### src/rtl/nmi_service_ctrl_if.sv
// NMI service controller bus.
// Groups the request/handshake inputs and the status outputs of nmi_service_ctrl.
//   slave  : controller side (takes NMI_req/int_ack/reti/lost_clr, drives CPU-facing outputs)
//   master : driving side (upstream edge detector + CPU core)
// ADDR_W and LOST_W must match the parameters of the attached controller.
interface nmi_service_ctrl_if #(
  parameter int unsigned ADDR_W = 16,
  parameter int unsigned LOST_W = 4
);
  logic              NMI_req;
  logic              int_ack;
  logic              reti;
  logic              lost_clr;
  logic              cpu_nmi_req;
  logic [ADDR_W-1:0] int_vector;
  logic              nmi_active;
  logic              nmi_pend;
  logic [LOST_W-1:0] nmi_lost_cnt;
  logic              nmi_timeout;

  modport slave (
    input  NMI_req, int_ack, reti, lost_clr,
    output cpu_nmi_req, int_vector, nmi_active, nmi_pend, nmi_lost_cnt, nmi_timeout
  );

  modport master (
    output NMI_req, int_ack, reti, lost_clr,
    input  cpu_nmi_req, int_vector, nmi_active, nmi_pend, nmi_lost_cnt, nmi_timeout
  );
endinterface

### src/rtl/nmi_service_ctrl.sv
// NMI service controller.
// Latches NMI edge pulses into a one-deep pending slot, presents them to the CPU with a fixed
// vector, runs the accept/return handshake, blocks nesting while a handler runs, counts edges
// lost to slot overflow and flags handlers that overrun a service-time budget.
// Ports:
//   clk   : clock, rising edge
//   rst_n : asynchronous active-low reset
//   bus   : nmi_service_ctrl_if.slave
//           in : NMI_req, int_ack, reti, lost_clr
//           out: cpu_nmi_req, int_vector, nmi_active, nmi_pend, nmi_lost_cnt, nmi_timeout
// All outputs are registered.
module nmi_service_ctrl #(
  parameter int unsigned          ADDR_W      = 16,
  parameter logic [ADDR_W-1:0]    NMI_VECTOR  = 16'h0004,
  parameter int unsigned          LOST_W      = 4,
  parameter int unsigned          TIMEOUT_CYC = 1024
) (
  input  logic                    clk,
  input  logic                    rst_n,
  nmi_service_ctrl_if.slave       bus
);

  localparam int unsigned         TmrW   = $clog2(TIMEOUT_CYC + 1);
  localparam logic [TmrW-1:0]     TmrMax = TmrW'(TIMEOUT_CYC);

  typedef enum logic [0:0] {StIdle, StService} state_e;

  state_e              state_q, state_d;
  logic                pend_q, pend_d;
  logic                req_q, req_d;
  logic [ADDR_W-1:0]   vec_q, vec_d;
  logic                active_q, active_d;
  logic [LOST_W-1:0]   lost_q, lost_d;
  logic [TmrW-1:0]     tmr_q, tmr_d;
  logic                timeout_q, timeout_d;

  logic                accept;
  logic                drop;
  logic [LOST_W-1:0]   lost_base;

  // req_q is only ever high in IDLE with the slot full, so it alone qualifies the ack.
  assign accept = req_q & bus.int_ack;
  // An edge arriving with the slot full is lost unless the slot is vacated this same cycle.
  assign drop   = bus.NMI_req & pend_q & ~accept;

  always_comb begin
    state_d   = state_q;
    pend_d    = pend_q;
    tmr_d     = tmr_q;
    timeout_d = timeout_q;
    lost_base = lost_q;
    lost_d    = lost_q;

    unique case (state_q)
      StIdle:    if (accept) state_d = StService;
      StService: if (bus.reti) state_d = StIdle;
      default:   state_d = StIdle;
    endcase

    // Acceptance empties the slot, but a same-cycle edge refills it.
    if (accept) begin
      pend_d = bus.NMI_req;
    end else if (bus.NMI_req) begin
      pend_d = 1'b1;
    end

    // Clear first, then count the drop, so a simultaneous clear and drop yields 1.
    if (bus.lost_clr) lost_base = '0;
    lost_d = lost_base;
    if (drop && (lost_base != {LOST_W{1'b1}})) lost_d = lost_base + LOST_W'(1);

    if (accept) begin
      tmr_d = '0;
    end else if ((state_q == StService) && (tmr_q != TmrMax)) begin
      tmr_d = tmr_q + TmrW'(1);
    end
    if ((state_q == StService) && (tmr_d == TmrMax)) timeout_d = 1'b1;

    // Outputs are registered from next-state values so they line up with the state.
    req_d    = pend_d & (state_d == StIdle);
    vec_d    = req_d ? NMI_VECTOR : '0;
    active_d = (state_d == StService);
  end

  always_ff @(posedge clk or negedge rst_n) begin
    if (!rst_n) begin
      state_q   <= StIdle;
      pend_q    <= 1'b0;
      req_q     <= 1'b0;
      vec_q     <= '0;
      active_q  <= 1'b0;
      lost_q    <= '0;
      tmr_q     <= '0;
      timeout_q <= 1'b0;
    end else begin
      state_q   <= state_d;
      pend_q    <= pend_d;
      req_q     <= req_d;
      vec_q     <= vec_d;
      active_q  <= active_d;
      lost_q    <= lost_d;
      tmr_q     <= tmr_d;
      timeout_q <= timeout_d;
    end
  end

  assign bus.cpu_nmi_req  = req_q;
  assign bus.int_vector   = vec_q;
  assign bus.nmi_active   = active_q;
  assign bus.nmi_pend     = pend_q;
  assign bus.nmi_lost_cnt = lost_q;
  assign bus.nmi_timeout  = timeout_q;

endmodule

### src/flat_wrapper.sv
// flat-port wrapper written by rule: the top's interface ports become plain ports
module nmi_service_ctrl_flat 
#(
  parameter int unsigned          ADDR_W      = 16,
  parameter logic [ADDR_W-1:0]    NMI_VECTOR  = 16'h0004,
  parameter int unsigned          LOST_W      = 4,
  parameter int unsigned          TIMEOUT_CYC = 1024
)
  (clk, rst_n, bus_NMI_req, bus_int_ack, bus_reti, bus_lost_clr, bus_cpu_nmi_req, bus_int_vector, bus_nmi_active, bus_nmi_pend, bus_nmi_lost_cnt, bus_nmi_timeout);
  nmi_service_ctrl_if #(.ADDR_W(ADDR_W), .LOST_W(LOST_W)) bus_i ();
  input  logic clk;
  input  logic rst_n;
  input wire logic [$bits(bus_i.NMI_req)-1:0] bus_NMI_req;
  input wire logic [$bits(bus_i.int_ack)-1:0] bus_int_ack;
  input wire logic [$bits(bus_i.reti)-1:0] bus_reti;
  input wire logic [$bits(bus_i.lost_clr)-1:0] bus_lost_clr;
  output wire logic [$bits(bus_i.cpu_nmi_req)-1:0] bus_cpu_nmi_req;
  output wire logic [$bits(bus_i.int_vector)-1:0] bus_int_vector;
  output wire logic [$bits(bus_i.nmi_active)-1:0] bus_nmi_active;
  output wire logic [$bits(bus_i.nmi_pend)-1:0] bus_nmi_pend;
  output wire logic [$bits(bus_i.nmi_lost_cnt)-1:0] bus_nmi_lost_cnt;
  output wire logic [$bits(bus_i.nmi_timeout)-1:0] bus_nmi_timeout;
  assign bus_i.NMI_req = bus_NMI_req;
  assign bus_i.int_ack = bus_int_ack;
  assign bus_i.reti = bus_reti;
  assign bus_i.lost_clr = bus_lost_clr;
  assign bus_cpu_nmi_req = bus_i.cpu_nmi_req;
  assign bus_int_vector = bus_i.int_vector;
  assign bus_nmi_active = bus_i.nmi_active;
  assign bus_nmi_pend = bus_i.nmi_pend;
  assign bus_nmi_lost_cnt = bus_i.nmi_lost_cnt;
  assign bus_nmi_timeout = bus_i.nmi_timeout;
  nmi_service_ctrl #(.ADDR_W(ADDR_W), .NMI_VECTOR(NMI_VECTOR), .LOST_W(LOST_W), .TIMEOUT_CYC(TIMEOUT_CYC)) u_core (.clk(clk), .rst_n(rst_n), .bus(bus_i));
endmodule
### config.mk
export PLATFORM = sky130hd
export DESIGN_NAME = nmi_service_ctrl_flat
export DESIGN_NICKNAME = d
export VERILOG_FILES = /design/src/rtl/nmi_service_ctrl_if.sv /design/src/rtl/nmi_service_ctrl.sv /design/src/flat_wrapper.sv
export SDC_FILE = /design/constraint.sdc
export NUM_CORES = 1
export LEC_CHECK = 0
export CORE_MARGIN = 10
export CORE_UTILIZATION = 48
export CTS_BUF_LIST = sky130_fd_sc_hd__clkbuf_4
export DETAILED_ROUTE_END_ITERATION = 6
export PLACE_DENSITY = 0.82
export SYNTH_ARGS = -nofsm -noshare
export SYNTH_HDL_FRONTEND = slang
export SYNTH_SLANG_ARGS = --single-unit
### constraint.sdc
create_clock -name clk -period 2.3 [get_ports clk]
set_input_delay 0.23 -clock clk [delete_from_list [all_inputs] [get_ports clk]]
set_output_delay 0.23 -clock clk [all_outputs]
set_load 0.01 [all_outputs]
==> results.py, run 1 <==
metrics = {
    "grt": {
        "grt_pass1_vias": 963,
        "grt_usage": 0.109,
        "antenna_found_initial": 0,
        "grt_overflow": 0,
        "grt_max_degree": 20,
        "grt_pass1_wl_um": 4500,
    },
    "placement": {
        "placed_area_um2": 1340,
        "dp.cells": 170,
        "pre_cts_ws_ns": 0.185,
        "dp_hpwl_um": 2100,
        "gp_congestion": 0.863,
        "place.port_buffers": 14,
    },
    "synthesis": {
        "synth_area_leader_cell": "dfrtp_1",
        "synth_edf_count": 0,
        "synth_top_area_frac": 0.384,
        "synth_area_um2": 1240,
        "yosys_warnings": 0,
        "synth_cell_types": 39,
        "ys_async_sr_fraction": 1.00,
        "ys_seq_area_frac": 0.384,
        "avgSynthCellArea_um2": 9.67,
        "netlist_instances": 128,
        "ys_ff_latch": 19,
        "ys.flop_type": "dfrtp_1",
        "synth_area_leaders": "dfrtp_1 38%, buf_4 9.7%, xnor2_1 6.4%",
    },
    "route": {
        "vias_per_cell": 5.37,
        "drc": 0,
        "dr.pass1.iters": 4,
        "drt-total-wl_um": 2740,
        "drt_iter0_drc": 25,
        "num_vias": 935,
        "postRouteAntennaNets": 0,
        "wl_per_cell_um": 15.8,
    },
    "clock_tree": {
        "htree_levels": 1,
        "clock_latency_ns": 0.31,
        "cts_buffers": 3,
        "clk_path_buf_depth": 2,
        "clkSinkCount": 19,
        "clock-root-buffer": "clkbuf_4",
        "cts_tree": "done",
        "post_cts_buffers": 0,
        "clkTransAtPathRegs_ns": 0.11,
    },
    "sta": {
        "fin_crit_sh": 0.938,
        "tns_ns": 0,
        "finalSetupViolCount": 0,
        "rsz0062_at_grt": "false",
        "max_freq_mhz": 464,
        "period_needed_ns": 2.16,
        "worst_clock_skew_ns": 0.00722,
        "setup_slack_ns": 0.143,
        "drv_slew": 0,
        "hold_violations": 0,
    },
    "min_path": {
        "min_path_type": "input pin to async pin",
    },
    "critical_path": {
        "path_delay_family": "simple AND/OR/NAND/NOR gates",
        "worstPathRequired_ns": 2.55,
        "crit_chain": "ha_1, and3_1, nand2_1, or3b_1, a2111oi_2, a31o_1",
        "slowest_stage": "dfrtp_1",
        "r2r_slack_ns": 0.14,
        "cp.arrival_ns": 2.41,
        "crit_fanout": 5,
        "rr_startpoint": "u_core.tmr_q[1]",
        "path_class": "flop to flop",
        "crit_path_end_kind": "flop",
        "critPathLaunchType": "flop",
        "path_buf_inv": 0,
        "ff2ff_path_depth": 6,
        "r2r_end": "u_core.bus.nmi_timeout",
        "cpPeakStageDelay_ns": 0.48,
    },
    "power": {
        "intPower_mw": 0.593,
        "p_leak_nw": 0.623,
        "power.density_nw_per_um2": 674,
        "p_sw_frac": 0.361,
        "ir_drop_mv": 0.563,
        "combPwrFrac": 0.340,
        "clockPowerShare": 0.189,
        "seqPwrFrac": 0.471,
        "p_sw_mw": 0.335,
    },
    "floorplan": {
        "die_y_um": 70.8,
        "num_io_pins": 30,
        "placeableCoreArea_um2": 2480,
        "die_w_um": 70.8,
        "start_util": 0.499,
        "num_rows": 18,
        "die-area_um2": 5010,
    },
    "layout": {
        "synthToLayoutAreaGrowth_pct": 11.3,
        "stdcell_count": 174,
        "antenna_cells": 0,
        "nets": 154,
        "final_util": 0.556,
        "design_area_um2": 1380,
        "drive_above_1_share": 0.111,
    },
    "outcome": {
        "status": "finished clean",
    },
    "flow_run": {
        "maxCapViolCount": 0,
    },
}
## power by group through the flow
| stage | clock (mW) | combinational [mW] | sequential, mW |
|---|---|---|---|
| after floorplan | 0 | 0.207 | 0.440 |
| final | 0.175 | 0.315 | 0.438 |
| after detailed placement | 0 | 0.308 | 0.440 |
| after global routing | 0.199 | 0.353 | 0.447 |
| after CTS | 0.180 | 0.310 | 0.434 |
| after global placement | 0 | 0.294 | 0.437 |
## flip-flops by register name (all words and copies together), names as in the netlist
signal	flops
u_core.bus.nmi_timeout	1
u_core.bus.nmi_lost_cnt	4
u_core.bus.nmi_pend	1
u_core.tmr_q	11
u_core.state_q	1
u_core.bus.int_vector	1
## what timing repair did
action / in CTS / in global routing
hold buffers: 0 / 0
resized for setup: 0 / 1
endpoints found under the hold margin: 0 / 0
setup endpoints to repair: 0 / 1
## cell families after synthesis
kind of cell	Yosys count	synth area share
adders and majority gates	3	0.0303
muxes	3	0.0243
DFF	19	0.384
other	1	0.00303
buffers and inverters	23	0.130
AOI/OAI and AO/OA	11	0.0738
xor gates and xnor gates	11	0.0779
and+or+nand+nor	57	0.276
## per-layer routing
metal  up-vias  wire, um  track usage
li1        443         -            -
met1       459      1090        0.118
met2        28      1380        0.180
met3         5       216       0.0404
met4         0        53       0.0581
met5         -         0            0
## worst register-to-register path, stage by stage (launching register included)
cell	delay, ns
dfrtp_1	0.48
ha_1	0.26
and3_1	0.28
nand2_1	0.10
or3b_1	0.39
a2111oi_2	0.40
a31o_1	0.19
## metrics by stage
step           total power, mW  hold WS (ns)
2_1_floorplan            0.647       -0.0656
6_report                 0.928         0.234
4_1_cts                  0.924         0.236
5_1_grt                  0.999         0.238
3_3_place_gp             0.731         0.495
3_5_place_dp             0.748         0.487
## final cells by class
cell class	count	area [um^2]
fillers	208	1100
clock buffers	3	22.5
clock inverters	1	5.00
multi-input cells	100	659
inverters	4	15.0
repair buffers	17	163
flip-flops and latches	19	475
well taps	30	37.5
## synth_stat cells, drive strengths merged (2+ instances only)
| cell | number |
|---|---|
| nand4 | 5 |
| nor2 | 11 |
| nor4b | 2 |
| mux2i | 3 |
| buf | 18 |
| o21ai | 2 |
| inv | 4 |
| xor2 | 2 |
| and3 | 2 |
| nor4 | 2 |
| dfrtp | 19 |
| xnor2 | 9 |
| nand2 | 15 |
| nor3 | 5 |
| nor2b | 5 |
| a211oi | 2 |
| nand3 | 2 |
| ha | 3 |
## cells in the final DEF (no fill, tap or decap), drive strengths merged, types with 2 or more instances in the layout
cell           count
dfrtp             19
nand2             15
conb              15
clkdlybuf4s50     14
nor2              11
xnor2              9
nor2b              5
nor3               5
nand4              5
inv                4
mux2i              3
ha                 3
clkbuf             3
buf                3
xor2               2
o21ai              2
nor4               2
a211oi             2
nand3              2
and3               2
nor4b              2
## worst max path at each step
stage	start	end	slack, ns	depth (start not counted)
2_1_floorplan	u_core.tmr_q[0]	u_core.bus.nmi_timeout	0.40	7
3_3_place_gp	bus_int_ack	u_core.bus.nmi_timeout	0.27	6
3_5_place_dp	u_core.tmr_q[0]	u_core.bus.nmi_timeout	0.19	7
4_1_cts	u_core.tmr_q[0]	u_core.bus.nmi_timeout	0.15	7
5_1_grt	u_core.tmr_q[1]	u_core.bus.nmi_timeout	0.01	6
6_report	u_core.tmr_q[1]	u_core.bus.nmi_timeout	0.14	6
Note: power is estimated with default switching activity, not from simulation.
==> run 2: changes to the inputs <==
- REMOVE_ABC_BUFFERS: default -> 1
==> run 2 against run 1 <==
Against the previous run: worst setup slack improved by 0.010 ns; utilization fell by 0.25 points; maximum frequency rose by 0.48%; first-iteration DRC count did not move; non-clock buffer count did not move; clock skew fell by 0.0039 ns; clock power rose by 2%; total power rose by 0.29%; cell count did not move; die area did not move; flip-flop and latch count did not move; critical endpoint unchanged.
==> results.py, run 2 (synthesized netlist as in run 1, its figures left out) <==
metrics = {
    "sta": {
        "fin_crit_sh": 0.933,
        "period_needed_ns": 2.15,
        "finalSetupViolCount": 0,
        "rsz0062_at_grt": "false",
        "drv_slew": 0,
        "max_freq_mhz": 466,
        "tns_ns": 0,
        "fin_hold_ws_ns": 0.234,
        "worst_clock_skew_ns": 0.00336,
        "hold_violations": 0,
    },
    "route": {
        "drc": 0,
        "vias_per_cell": 5.49,
        "drt-total-wl_um": 2670,
        "postRouteAntennaNets": 0,
        "drt_iter0_drc": 25,
        "num_vias": 955,
        "dr.pass1.iters": 4,
        "wl_per_cell_um": 15.4,
    },
    "grt": {
        "grt_pass1_vias": 1004,
        "antenna_found_initial": 0,
        "grt_max_degree": 20,
        "grt_overflow": 0,
        "grt_pass1_wl_um": 4690,
        "grt_usage": 0.112,
    },
    "critical_path": {
        "cp.arrival_ns": 2.41,
        "crit_fanout": 5,
        "worstPathRequired_ns": 2.56,
        "crit_path_end_kind": "flop",
        "critPathLaunchType": "flop",
        "path_class": "flop to flop",
        "rr_startpoint": "u_core.tmr_q[1]",
        "r2r_end": "u_core.bus.nmi_timeout",
        "r2r_slack_ns": 0.15,
        "ff2ff_path_depth": 6,
    },
    "floorplan": {
        "die_w_um": 70.8,
        "num_rows": 18,
        "die_y_um": 70.8,
        "placeableCoreArea_um2": 2480,
        "die-area_um2": 5010,
        "num_io_pins": 30,
        "start_util": 0.499,
    },
    "layout": {
        "layout_commonest_cell": "dfrtp_1",
        "final_cell_mix": "19 x dfrtp_1, 15 x nand2_1, 15 x conb_1",
        "stdcell_count": 174,
        "regMostFlops": "u_core.tmr_q",
        "nFillCells": 216,
        "synthToLayoutAreaGrowth_pct": 10.8,
        "antenna_cells": 0,
        "largest_reg_flops": 11,
        "final_util": 0.554,
        "nets": 154,
        "drive_above_1_share": 0.104,
    },
    "clock_tree": {
        "clkTransAtPathRegs_ns": 0.11,
        "cts_tree": "done",
        "post_cts_buffers": 0,
        "cts_buffers": 3,
        "clk_path_buf_depth": 2,
        "htree_levels": 1,
        "cts_resized": 0,
        "clkSinkCount": 19,
        "clock-root-buffer": "clkbuf_4",
        "clock_latency_ns": 0.31,
        "hold_buffers": 0,
    },
    "power": {
        "power.density_nw_per_um2": 679,
        "p_leak_nw": 0.621,
        "ir_drop_mv": 0.527,
    },
    "placement": {
        "gp_congestion": 0.934,
        "place.port_buffers": 14,
        "dp.cells": 170,
        "dp_hpwl_um": 2070,
    },
    "min_path": {
        "min_path_type": "input pin to async pin",
    },
    "flow_run": {
        "maxCapViolCount": 0,
    },
    "outcome": {
        "status": "finished clean",
    },
}
==> run 2: cell types whose count changed in the layout (fill, tap and decap cells not counted) <==
cell | before | now
nor4b_1 | 1 | 2
nor4b_2 | 1 | 0
==> run 2: critical path, cell delays in order, from the launching register on <==
cell	delay [ns]
dfrtp_1	0.48
ha_1	0.30
and3_1	0.27
nand2_1	0.09
or3b_1	0.40
a2111oi_2	0.37
a31o_1	0.18
==> run 2: per-layer routing <==
layer  track usage  share of wire
met1         0.130           0.41
met2         0.184           0.49
met3        0.0391          0.087
met4        0.0409          0.015
met5             0              0
==> run 2: cell type report <==
| type | count | area [um^2] | share of cell area |
|---|---|---|---|
| Multi-Input combinational cell | 100 | 653 | 0.476 |
| Sequential cell | 19 | 475 | 0.347 |
| Timing Repair Buffer | 17 | 163 | 0.119 |
| Tap cell | 30 | 37.5 | 0.0274 |
| Clock buffer | 3 | 22.5 | 0.0164 |
| Inverter | 4 | 15.0 | 0.0109 |
| Clock inverter | 1 | 5.00 | 0.00365 |
==> run 2: worst max path at each step <==
stage	start	endpoint	slack (ns)
floorplan	u_core.state_q	u_core.bus.nmi_timeout	0.40
global placement	bus_int_ack	u_core.bus.nmi_timeout	0.29
detailed placement	u_core.tmr_q[1]	u_core.bus.nmi_timeout	0.20
CTS	u_core.tmr_q[1]	u_core.bus.nmi_timeout	0.16
global route	u_core.tmr_q[1]	u_core.bus.nmi_timeout	0.03
finish	u_core.tmr_q[1]	u_core.bus.nmi_timeout	0.15
==> run 2: metrics by stage <==
step | power [mW] | area [um^2] | worst slack (ns)
after floorplan | 0.608 | 1140 | 0.400
after global placement | 0.734 | 1340 | 0.288
after detailed placement | 0.753 | 1340 | 0.198
after CTS | 0.931 | 1370 | 0.162
after global routing | 0.983 | 1370 | 0.0295
final | 0.931 | 1370 | 0.153
==> run 2: power breakdown <==
| part | total [mW] | internal, mW | switching [mW] |
|---|---|---|---|
| registers | 0.438 | 0.377 | 0.0604 |
| clock network | 0.179 | 0.0652 | 0.114 |
| logic | 0.315 | 0.145 | 0.169 |
